<file path="config.mk">
export PLATFORM = sky130hd
export DESIGN_NAME = punc_control_flat
export DESIGN_NICKNAME = d
export VERILOG_FILES = /design/src/rtl/punc_ctrl_pkg.sv /design/src/rtl/punc_control_if.sv /design/src/rtl/punc_control_br_eval.sv /design/src/rtl/punc_control.sv /design/src/flat_wrapper.sv
export SDC_FILE = /design/constraint.sdc
export NUM_CORES = 1
export LEC_CHECK = 0
export ABC_AREA = 1
export CAP_MARGIN = 20
export CORE_UTILIZATION = 31
export DETAILED_ROUTE_END_ITERATION = 8
export MAX_ROUTING_LAYER = met4
export PLACE_DENSITY = 0.9
export SLEW_MARGIN = 0
export SYNTH_ARGS = -nofsm -noshare
export SYNTH_HDL_FRONTEND = slang
export SYNTH_HIERARCHICAL = 1
export SYNTH_SLANG_ARGS = --single-unit
</file>
<file path="constraint.sdc">
create_clock -name clk -period 1.2 [get_ports clk]
set_input_delay 0.12 -clock clk [delete_from_list [all_inputs] [get_ports clk]]
set_output_delay 0.12 -clock clk [all_outputs]
set_load 0.005 [all_outputs]
</file>
<file path="src/rtl/punc_ctrl_pkg.sv">
// PUnC LC3 control encodings shared by the controller and datapath.
// States, opcodes and every mux-select / ALU encoding live here.
package punc_ctrl_pkg;

   typedef enum logic [2:0] {
      S_FETCH  = 3'd0,
      S_DECODE = 3'd1,
      S_EXEC   = 3'd2,
      S_EXEC2  = 3'd3,
      S_HALT   = 3'd4
   } state_t;

   localparam logic [3:0] OP_BR   = 4'b0000;
   localparam logic [3:0] OP_ADD  = 4'b0001;
   localparam logic [3:0] OP_LD   = 4'b0010;
   localparam logic [3:0] OP_ST   = 4'b0011;
   localparam logic [3:0] OP_JSR  = 4'b0100;
   localparam logic [3:0] OP_AND  = 4'b0101;
   localparam logic [3:0] OP_LDR  = 4'b0110;
   localparam logic [3:0] OP_STR  = 4'b0111;
   localparam logic [3:0] OP_RTI  = 4'b1000;
   localparam logic [3:0] OP_NOT  = 4'b1001;
   localparam logic [3:0] OP_LDI  = 4'b1010;
   localparam logic [3:0] OP_STI  = 4'b1011;
   localparam logic [3:0] OP_JMP  = 4'b1100;
   localparam logic [3:0] OP_RES  = 4'b1101;
   localparam logic [3:0] OP_LEA  = 4'b1110;
   localparam logic [3:0] OP_TRAP = 4'b1111;

   localparam logic PC_DATA_ADDER = 1'b0;
   localparam logic PC_DATA_BASER = 1'b1;

   localparam logic PC_ADD_OFF11 = 1'b0;
   localparam logic PC_ADD_OFF9  = 1'b1;

   localparam logic [1:0] MEM_ADDR_PC    = 2'b00;
   localparam logic [1:0] MEM_ADDR_ALU   = 2'b01;
   localparam logic [1:0] MEM_ADDR_STORE = 2'b10;

   localparam logic [1:0] RF_W_PC  = 2'b00;
   localparam logic [1:0] RF_W_MEM = 2'b01;
   localparam logic [1:0] RF_W_ALU = 2'b10;

   localparam logic [1:0] SEXT_IMM5  = 2'b00;
   localparam logic [1:0] SEXT_OFF6  = 2'b01;
   localparam logic [1:0] SEXT_OFF9  = 2'b10;
   localparam logic [1:0] SEXT_OFF11 = 2'b11;

   localparam logic ALU_A_PC = 1'b0;
   localparam logic ALU_A_RF = 1'b1;

   localparam logic ALU_B_RF   = 1'b0;
   localparam logic ALU_B_SEXT = 1'b1;

   localparam logic [1:0] ALU_ADD  = 2'b00;
   localparam logic [1:0] ALU_AND  = 2'b01;
   localparam logic [1:0] ALU_NOT  = 2'b10;
   localparam logic [1:0] ALU_PASS = 2'b11;

   localparam logic NZP_ALU = 1'b0;
   localparam logic NZP_MEM = 1'b1;

   localparam logic [2:0] REG_R7 = 3'd7;

endpackage

</file>
<file path="src/rtl/punc_control_if.sv">
// Control bundle between the PUnC controller (master) and datapath (slave).
// Carries IR/flags toward the controller and all selects/enables back.
interface punc_control_if;

   logic [15:0] ir;
   logic        cc_n;
   logic        cc_z;
   logic        cc_p;

   logic        pc_clr;
   logic        pc_inc;
   logic        pc_ld;
   logic        pc_data_sel;
   logic        pc_add_sel;
   logic        ir_ld;
   logic [1:0]  mem_addr_sel;
   logic        mem_w_en;
   logic        store_ld;
   logic [2:0]  rf_r_addr_0;
   logic [2:0]  rf_r_addr_1;
   logic [2:0]  rf_w_addr;
   logic        rf_w_en;
   logic [1:0]  rf_w_sel;
   logic [1:0]  sext_sel;
   logic        alu_a_sel;
   logic        alu_b_sel;
   logic [1:0]  alu_op;
   logic        nzp_sel;
   logic        nzp_ld;
   logic        halted;

   modport master (
      input  ir, cc_n, cc_z, cc_p,
      output pc_clr, pc_inc, pc_ld, pc_data_sel, pc_add_sel,
      output ir_ld, mem_addr_sel, mem_w_en, store_ld,
      output rf_r_addr_0, rf_r_addr_1, rf_w_addr, rf_w_en, rf_w_sel,
      output sext_sel, alu_a_sel, alu_b_sel, alu_op,
      output nzp_sel, nzp_ld, halted
   );

   modport slave (
      output ir, cc_n, cc_z, cc_p,
      input  pc_clr, pc_inc, pc_ld, pc_data_sel, pc_add_sel,
      input  ir_ld, mem_addr_sel, mem_w_en, store_ld,
      input  rf_r_addr_0, rf_r_addr_1, rf_w_addr, rf_w_en, rf_w_sel,
      input  sext_sel, alu_a_sel, alu_b_sel, alu_op,
      input  nzp_sel, nzp_ld, halted
   );

endinterface

</file>
<file path="src/rtl/punc_control_br_eval.sv">
// Branch-taken evaluation: any requested flag that is currently set.
// nzp=000 in the instruction therefore never branches.
module punc_br_eval (
   input  logic [2:0] i_nzp,
   input  logic       i_cc_n,
   input  logic       i_cc_z,
   input  logic       i_cc_p,
   output logic       o_taken
);

   assign o_taken = (i_nzp[2] & i_cc_n)
                  | (i_nzp[1] & i_cc_z)
                  | (i_nzp[0] & i_cc_p);

endmodule

</file>
<file path="src/rtl/punc_control.sv">
// PUnC multicycle controller: FETCH/DECODE/EXEC[/EXEC2] per instruction.
// Outputs are purely combinational from state, IR and condition flags.
module punc_control
   import punc_ctrl_pkg::*;
(
   input  logic           clk,
   input  logic           rst,
   punc_control_if.master bus
);

   state_t     r_state;
   state_t     w_next;
   logic [3:0] w_op;
   logic       w_taken;
   logic       w_unused;

   assign w_op     = bus.ir[15:12];
   assign w_unused = ^bus.ir[4:3];

   punc_br_eval u_br (
      .i_nzp   (bus.ir[11:9]),
      .i_cc_n  (bus.cc_n),
      .i_cc_z  (bus.cc_z),
      .i_cc_p  (bus.cc_p),
      .o_taken (w_taken)
   );

   always_ff @(posedge clk) begin
      if (rst) r_state <= S_FETCH;
      else     r_state <= w_next;
   end

   always_comb begin
      w_next           = r_state;
      bus.pc_clr       = 1'b0;
      bus.pc_inc       = 1'b0;
      bus.pc_ld        = 1'b0;
      bus.pc_data_sel  = PC_DATA_ADDER;
      bus.pc_add_sel   = PC_ADD_OFF11;
      bus.ir_ld        = 1'b0;
      bus.mem_addr_sel = MEM_ADDR_PC;
      bus.mem_w_en     = 1'b0;
      bus.store_ld     = 1'b0;
      bus.rf_r_addr_0  = 3'd0;
      bus.rf_r_addr_1  = 3'd0;
      bus.rf_w_addr    = 3'd0;
      bus.rf_w_en      = 1'b0;
      bus.rf_w_sel     = RF_W_PC;
      bus.sext_sel     = SEXT_IMM5;
      bus.alu_a_sel    = ALU_A_PC;
      bus.alu_b_sel    = ALU_B_RF;
      bus.alu_op       = ALU_ADD;
      bus.nzp_sel      = NZP_ALU;
      bus.nzp_ld       = 1'b0;
      bus.halted       = 1'b0;

      // reset masks every enable, even mid-EXEC2 of a store
      if (rst) begin
         bus.pc_clr = 1'b1;
      end else begin
         unique case (r_state)
            S_FETCH: begin
               bus.mem_addr_sel = MEM_ADDR_PC;
               bus.ir_ld        = 1'b1;
               bus.pc_inc       = 1'b1;
               w_next           = S_DECODE;
            end
            S_DECODE: begin
               w_next = (w_op == OP_TRAP) ? S_HALT : S_EXEC;
            end
            S_EXEC: begin
               w_next = S_FETCH;
               case (w_op)
                  OP_ADD, OP_AND: begin
                     bus.rf_r_addr_0 = bus.ir[8:6];
                     bus.rf_r_addr_1 = bus.ir[2:0];
                     bus.alu_a_sel   = ALU_A_RF;
                     bus.alu_b_sel   = bus.ir[5];
                     bus.sext_sel    = SEXT_IMM5;
                     bus.alu_op      = (w_op == OP_AND) ? ALU_AND : ALU_ADD;
                     bus.rf_w_sel    = RF_W_ALU;
                     bus.rf_w_addr   = bus.ir[11:9];
                     bus.rf_w_en     = 1'b1;
                     bus.nzp_sel     = NZP_ALU;
                     bus.nzp_ld      = 1'b1;
                  end
                  OP_NOT: begin
                     bus.rf_r_addr_0 = bus.ir[8:6];
                     bus.alu_a_sel   = ALU_A_RF;
                     bus.alu_op      = ALU_NOT;
                     bus.rf_w_sel    = RF_W_ALU;
                     bus.rf_w_addr   = bus.ir[11:9];
                     bus.rf_w_en     = 1'b1;
                     bus.nzp_sel     = NZP_ALU;
                     bus.nzp_ld      = 1'b1;
                  end
                  OP_BR: begin
                     if (w_taken) begin
                        bus.pc_ld       = 1'b1;
                        bus.pc_data_sel = PC_DATA_ADDER;
                        bus.pc_add_sel  = PC_ADD_OFF9;
                     end
                  end
                  OP_JMP: begin
                     bus.rf_r_addr_0 = bus.ir[8:6];
                     bus.pc_ld       = 1'b1;
                     bus.pc_data_sel = PC_DATA_BASER;
                  end
                  OP_JSR: begin
                     // link write and base read share a cycle; read sees old R7
                     bus.rf_w_en   = 1'b1;
                     bus.rf_w_addr = REG_R7;
                     bus.rf_w_sel  = RF_W_PC;
                     bus.pc_ld     = 1'b1;
                     if (bus.ir[11]) begin
                        bus.pc_data_sel = PC_DATA_ADDER;
                        bus.pc_add_sel  = PC_ADD_OFF11;
                     end else begin
                        bus.pc_data_sel = PC_DATA_BASER;
                        bus.rf_r_addr_0 = bus.ir[8:6];
                     end
                  end
                  OP_LD, OP_LDR: begin
                     bus.rf_r_addr_0  = bus.ir[8:6];
                     bus.alu_a_sel    = (w_op == OP_LDR) ? ALU_A_RF : ALU_A_PC;
                     bus.alu_b_sel    = ALU_B_SEXT;
                     bus.sext_sel     = (w_op == OP_LDR) ? SEXT_OFF6 : SEXT_OFF9;
                     bus.alu_op       = ALU_ADD;
                     bus.mem_addr_sel = MEM_ADDR_ALU;
                     bus.rf_w_sel     = RF_W_MEM;
                     bus.rf_w_addr    = bus.ir[11:9];
                     bus.rf_w_en      = 1'b1;
                     bus.nzp_sel      = NZP_MEM;
                     bus.nzp_ld       = 1'b1;
                  end
                  OP_ST, OP_STR: begin
                     bus.rf_r_addr_0  = bus.ir[8:6];
                     bus.rf_r_addr_1  = bus.ir[11:9];
                     bus.alu_a_sel    = (w_op == OP_STR) ? ALU_A_RF : ALU_A_PC;
                     bus.alu_b_sel    = ALU_B_SEXT;
                     bus.sext_sel     = (w_op == OP_STR) ? SEXT_OFF6 : SEXT_OFF9;
                     bus.alu_op       = ALU_ADD;
                     bus.mem_addr_sel = MEM_ADDR_ALU;
                     bus.mem_w_en     = 1'b1;
                  end
                  OP_LEA: begin
                     bus.alu_a_sel = ALU_A_PC;
                     bus.alu_b_sel = ALU_B_SEXT;
                     bus.sext_sel  = SEXT_OFF9;
                     bus.alu_op    = ALU_ADD;
                     bus.rf_w_sel  = RF_W_ALU;
                     bus.rf_w_addr = bus.ir[11:9];
                     bus.rf_w_en   = 1'b1;
                  end
                  OP_LDI, OP_STI: begin
                     bus.alu_a_sel    = ALU_A_PC;
                     bus.alu_b_sel    = ALU_B_SEXT;
                     bus.sext_sel     = SEXT_OFF9;
                     bus.alu_op       = ALU_ADD;
                     bus.mem_addr_sel = MEM_ADDR_ALU;
                     bus.store_ld     = 1'b1;
                     w_next           = S_EXEC2;
                  end
                  default: begin
                  end
               endcase
            end
            S_EXEC2: begin
               w_next           = S_FETCH;
               bus.mem_addr_sel = MEM_ADDR_STORE;
               if (w_op == OP_LDI) begin
                  bus.rf_w_sel  = RF_W_MEM;
                  bus.rf_w_addr = bus.ir[11:9];
                  bus.rf_w_en   = 1'b1;
                  bus.nzp_sel   = NZP_MEM;
                  bus.nzp_ld    = 1'b1;
               end else if (w_op == OP_STI) begin
                  bus.rf_r_addr_1 = bus.ir[11:9];
                  bus.mem_w_en    = 1'b1;
               end
            end
            S_HALT: begin
               bus.halted = 1'b1;
               w_next     = S_HALT;
            end
            default: begin
               w_next = S_FETCH;
            end
         endcase
      end
   end

endmodule

</file>
<file path="src/flat_wrapper.sv">
// flat-port wrapper written by rule: the top's interface ports become plain ports
module punc_control_flat import punc_ctrl_pkg::*;
  (clk, rst, bus_ir, bus_cc_n, bus_cc_z, bus_cc_p, bus_pc_clr, bus_pc_inc, bus_pc_ld, bus_pc_data_sel, bus_pc_add_sel, bus_ir_ld, bus_mem_addr_sel, bus_mem_w_en, bus_store_ld, bus_rf_r_addr_0, bus_rf_r_addr_1, bus_rf_w_addr, bus_rf_w_en, bus_rf_w_sel, bus_sext_sel, bus_alu_a_sel, bus_alu_b_sel, bus_alu_op, bus_nzp_sel, bus_nzp_ld, bus_halted);
  punc_control_if bus_i ();
  input  logic clk;
  input  logic rst;
  input wire logic [$bits(bus_i.ir)-1:0] bus_ir;
  input wire logic [$bits(bus_i.cc_n)-1:0] bus_cc_n;
  input wire logic [$bits(bus_i.cc_z)-1:0] bus_cc_z;
  input wire logic [$bits(bus_i.cc_p)-1:0] bus_cc_p;
  output wire logic [$bits(bus_i.pc_clr)-1:0] bus_pc_clr;
  output wire logic [$bits(bus_i.pc_inc)-1:0] bus_pc_inc;
  output wire logic [$bits(bus_i.pc_ld)-1:0] bus_pc_ld;
  output wire logic [$bits(bus_i.pc_data_sel)-1:0] bus_pc_data_sel;
  output wire logic [$bits(bus_i.pc_add_sel)-1:0] bus_pc_add_sel;
  output wire logic [$bits(bus_i.ir_ld)-1:0] bus_ir_ld;
  output wire logic [$bits(bus_i.mem_addr_sel)-1:0] bus_mem_addr_sel;
  output wire logic [$bits(bus_i.mem_w_en)-1:0] bus_mem_w_en;
  output wire logic [$bits(bus_i.store_ld)-1:0] bus_store_ld;
  output wire logic [$bits(bus_i.rf_r_addr_0)-1:0] bus_rf_r_addr_0;
  output wire logic [$bits(bus_i.rf_r_addr_1)-1:0] bus_rf_r_addr_1;
  output wire logic [$bits(bus_i.rf_w_addr)-1:0] bus_rf_w_addr;
  output wire logic [$bits(bus_i.rf_w_en)-1:0] bus_rf_w_en;
  output wire logic [$bits(bus_i.rf_w_sel)-1:0] bus_rf_w_sel;
  output wire logic [$bits(bus_i.sext_sel)-1:0] bus_sext_sel;
  output wire logic [$bits(bus_i.alu_a_sel)-1:0] bus_alu_a_sel;
  output wire logic [$bits(bus_i.alu_b_sel)-1:0] bus_alu_b_sel;
  output wire logic [$bits(bus_i.alu_op)-1:0] bus_alu_op;
  output wire logic [$bits(bus_i.nzp_sel)-1:0] bus_nzp_sel;
  output wire logic [$bits(bus_i.nzp_ld)-1:0] bus_nzp_ld;
  output wire logic [$bits(bus_i.halted)-1:0] bus_halted;
  assign bus_i.ir = bus_ir;
  assign bus_i.cc_n = bus_cc_n;
  assign bus_i.cc_z = bus_cc_z;
  assign bus_i.cc_p = bus_cc_p;
  assign bus_pc_clr = bus_i.pc_clr;
  assign bus_pc_inc = bus_i.pc_inc;
  assign bus_pc_ld = bus_i.pc_ld;
  assign bus_pc_data_sel = bus_i.pc_data_sel;
  assign bus_pc_add_sel = bus_i.pc_add_sel;
  assign bus_ir_ld = bus_i.ir_ld;
  assign bus_mem_addr_sel = bus_i.mem_addr_sel;
  assign bus_mem_w_en = bus_i.mem_w_en;
  assign bus_store_ld = bus_i.store_ld;
  assign bus_rf_r_addr_0 = bus_i.rf_r_addr_0;
  assign bus_rf_r_addr_1 = bus_i.rf_r_addr_1;
  assign bus_rf_w_addr = bus_i.rf_w_addr;
  assign bus_rf_w_en = bus_i.rf_w_en;
  assign bus_rf_w_sel = bus_i.rf_w_sel;
  assign bus_sext_sel = bus_i.sext_sel;
  assign bus_alu_a_sel = bus_i.alu_a_sel;
  assign bus_alu_b_sel = bus_i.alu_b_sel;
  assign bus_alu_op = bus_i.alu_op;
  assign bus_nzp_sel = bus_i.nzp_sel;
  assign bus_nzp_ld = bus_i.nzp_ld;
  assign bus_halted = bus_i.halted;
  punc_control u_core (.clk(clk), .rst(rst), .bus(bus_i));
endmodule
</file>
==> reports/results.tsv <==
stage	metric	value	unit
cells_and_area	share of layout cells above drive strength 1	70.7	%
clock_network	Longest Clk Path Bufs	2	
synth	Distinct cells, synth	25	
worst_setup_path	critical path's top delay family	simple AND/OR/NAND/NOR gates	
placed_design	Placed Area	1290	sq um
cells_and_area	filler instances	64	
synth	synthesized area	584	sq um
hold_path	WHS Path Cells	3	
clock_network	H-tree depth	1	
power_and_ir_drop	Internal	0.444	mW
grt	number of global-route vias before repair	1204	
synth	Post-Synth XOR/XNOR Area	0	%
cells_and_area	Biggest register	u_core/r_state	
clock_network	CTS sink cnt	3	
status	failing checks	setup timing	
floorplan	Top Ports	52	
floorplan	Initial Utilization	33.5	%
hold_path	min-delay worst type	in -> reg	
worst_setup_path	CP Depth	8	
cells_and_area	diodes inserted	0	
job	total of max-cap violations	0	
clock_network	Clock Tree Root	clkbuf_4	
worst_setup_path	critical path buffer and inverter count	2	
power_and_ir_drop	switching fraction of total power	42.0	%
worst_setup_path	cells on worst reg2reg path	7	
synth	main combinational cell family by area after synthesis	simple AND/OR/NAND/NOR gates	
sta	Clock Skew	0.000898	ns
drt	Total Wirelength	4990	microns
power_and_ir_drop	leakage power figure	0.829	nW
clock_network	total CTS buffers	3	
synth	Mapped Cells	110	
grt	initial antenna violation count	0	
placed_design	DP Wirelength	2170	microns
placed_design	PortBufs	49	
drt	WL/cell	21.4	microns
worst_setup_path	startpoint types	register	
synth	sequential area share after synthesis	10.3	%
synth	Synth Register Bits	3	
clock_network	insertion delay to the later sink of the worst-skew pair	0.24	ns
drt	router iterations before antenna repair	4	
sta	RSZ-0062 raised after global routing	true	
sta	fin. max-slew vios	0	
drt	vias post-DR	1400	
sta	fin crit period	1.71	ns
cells_and_area	nets@finish	230	
clock_network	Hold-fix buffers, CTS	0	
power_and_ir_drop	total power	0.764	mW
drt	Via density	6.01	
worst_setup_path	kind of critical path	reg -> out	
placed_design	RD Place Congestion	0.902	
floorplan	full die area	2060	sq um
power_and_ir_drop	Comb pwr share	61.1	%
sta	final setup violating endpoints	31	
clock_network	CTS tree	built	
synth	multiplexer share of the synthesized area	0	%
synth	Mapped Nets	131	
synth	adder-cell share of the synthesized area	0	%
floorplan	FP Rows	15	
clock_network	Worst-path clk slew	0.03	ns
cells_and_area	max reg flops	3	
status	status	finished, violations left	
sta	setup ws final	-0.512	ns
power_and_ir_drop	pwr dens	470	nW/um^2
power_and_ir_drop	share of power burned in registers	15.8	%
worst_setup_path	worst path arrival time	1.59	ns
sta	relative slew slack	78.4	%
worst_setup_path	Required @ worst endpoint	1.08	ns
power_and_ir_drop	Sw Pwr	0.321	mW
synth	post-synthesis compound-gate area fraction	13.9	%
sta	final hold violation count	0	
drt	Final ANT Viol Nets	0	
worst_setup_path	CP max FO	4	
placed_design	Placed Instances	208	
worst_setup_path	Worst path max stage delay	0.32	ns
cells_and_area	area grow syn2layout	178	%
synth	Yosys warning count	6	
placed_design	setup slack at placement	-0.918	ns
synth	Synth Area in Simple Gates	60.0	%
floorplan	overall die width	45.4	microns
worst_setup_path	cell breakdown of the critical path	inv_2, nand2_4, nor2_2, nand3_1, nand2_4, nand2_2, a21oi_2, buf_2	
sta	setup_tns	-9.87	ns
drt	post-route DRC violation count	0	
cells_and_area	fin cells	233	
synth	Mapped Avg Cell Area	5.31	sq um
power_and_ir_drop	Max VDD drop	521	uV
sta	measured slew at the worst slew-check pin	0.324	ns
grt	grt ovf	0	
floorplan	core area	1750	sq um
worst_setup_path	Critical Path End Type	output pin	
cells_and_area	Largest regs	u_core/r_state (3)	
sta	period utilization	143	%
grt	largest net degree at the start of global routing	8	
sta	fmax	584	MHz
floorplan	die height	45.4	microns
grt	All-Layer GR Usage	41.4	%
worst_setup_path	Max stage delay cell, worst path	dfxtp_2	
power_and_ir_drop	Clk pwr share	23.1	%
grt	first-pass GRT wire length	5750	microns
worst_setup_path	Most common cell on crit path	nand2_4	
drt	DRT iter0 DRCs	73	
cells_and_area	fin area	1630	sq um
-- what timing repair did --
| item | CTS | global route |
|---|---|---|
| endpoints found under the setup margin | 33 | 33 |
| pin swaps | 15 | 22 |
| buffers inserted | 16 | 9 |
| resized for setup | 166 | 46 |
-- power groups by stage --
stage / registers, mW / clock network (mW) / logic, mW
after floorplan: 0.117 / 0 / 0.116
after CTS: 0.118 / 0.187 / 0.365
final: 0.121 / 0.177 / 0.467
after global routing: 0.120 / 0.186 / 0.479
after global placement: 0.114 / 0 / 0.297
after detailed placement: 0.115 / 0 / 0.308
-- per-layer routing --
metal  routed length [microns]  global-route usage [%]  share of wire, %  vias to the layer above
li1                          -                       -                 -                      554
met1                      1590                    38.7                32                      610
met2                      2320                    75.7                46                      171
met3                       548                    5.56                11                       65
met4                       531                    30.3                11                        0
met5                         0                       -                 0                        -
-- worst paths after layout --
kind	slack, ns	end	startpoint
setup reg to reg	0.03	u_core/r_state[1]	u_core/r_state[2]
hold / removal	0.34	u_core/r_state[0]	rst
setup / recovery	-0.51	bus_rf_w_addr[1]	u_core/r_state[2]
hold reg to reg	0.65	u_core/r_state[0]	u_core/r_state[2]
-- cell families after synthesis --
logic type,Yosys count
AO/OA/AOI/OAI,14
buffers and inverters,21
flip-flops,3
AND/OR/NAND/NOR,72
-- stage by stage --
stage / util, % / hold slack (ns)
global route: 93.1 / 0.359
CTS: 84.0 / 0.397
finish: 93.1 / 0.341
detailed placement: 74.2 / 0.568
floorplan: - / 0.275
global placement: 74.2 / 0.535
-- final cells by class --
type	count	area (sq um)	area share, %
timing repair buffer	100	758	46.7
multi-input combinational	86	684	42.1
sequential	3	66.3	4.08
inverter	15	58.8	3.62
tap	25	31.3	1.92
clock buffer	4	26.3	1.62
-- cell usage after synthesis --
| master | instances | area (sq um) |
|---|---|---|
| nor3_1 | 2 | 10.0 |
| a31oi_1 | 1 | 6.26 |
| nor3_2 | 1 | 10.0 |
| a211oi_1 | 1 | 7.51 |
| nor3_4 | 1 | 16.3 |
| a21oi_1 | 8 | 40.0 |
| o21ai_0 | 2 | 10.0 |
| nor2_4 | 1 | 11.3 |
| nand3_2 | 1 | 10.0 |
| nand4_1 | 2 | 12.5 |
| nor2_1 | 17 | 63.8 |
| buf_2 | 2 | 10.0 |
| inv_2 | 5 | 18.8 |
| a211oi_2 | 1 | 12.5 |
| nand2_2 | 2 | 12.5 |
| o21ai_1 | 1 | 5.00 |
| dfxtp_1 | 3 | 60.1 |
| nand2_1 | 27 | 101 |
| nand3_1 | 11 | 55.1 |
| nor2_2 | 2 | 12.5 |
| nand3b_1 | 3 | 22.5 |
| buf_4 | 3 | 22.5 |
| clkbuf_1 | 1 | 3.75 |
| inv_1 | 10 | 37.5 |
| nor4_1 | 2 | 12.5 |
-- worst min-delay path, cell delays in order --
cell     delay (ns)
buf_2          0.18
buf_4          0.19
a21oi_2        0.04
-- placed cells by master (no fill, tap or decap), types with 4 or more instances in the layout --
| master | n |
|---|---|
| buf_4 | 41 |
| buf_2 | 28 |
| nand2_1 | 15 |
| clkdlybuf4s50_1 | 13 |
| buf_6 | 11 |
| nor2_1 | 11 |
| nand2_2 | 8 |
| inv_1 | 7 |
| inv_2 | 7 |
| a21oi_2 | 7 |
| nand2_4 | 6 |
| nor2_4 | 6 |
| nand3_2 | 5 |
| nand3_1 | 4 |
Note: power is estimated with default switching activity, not from simulation.
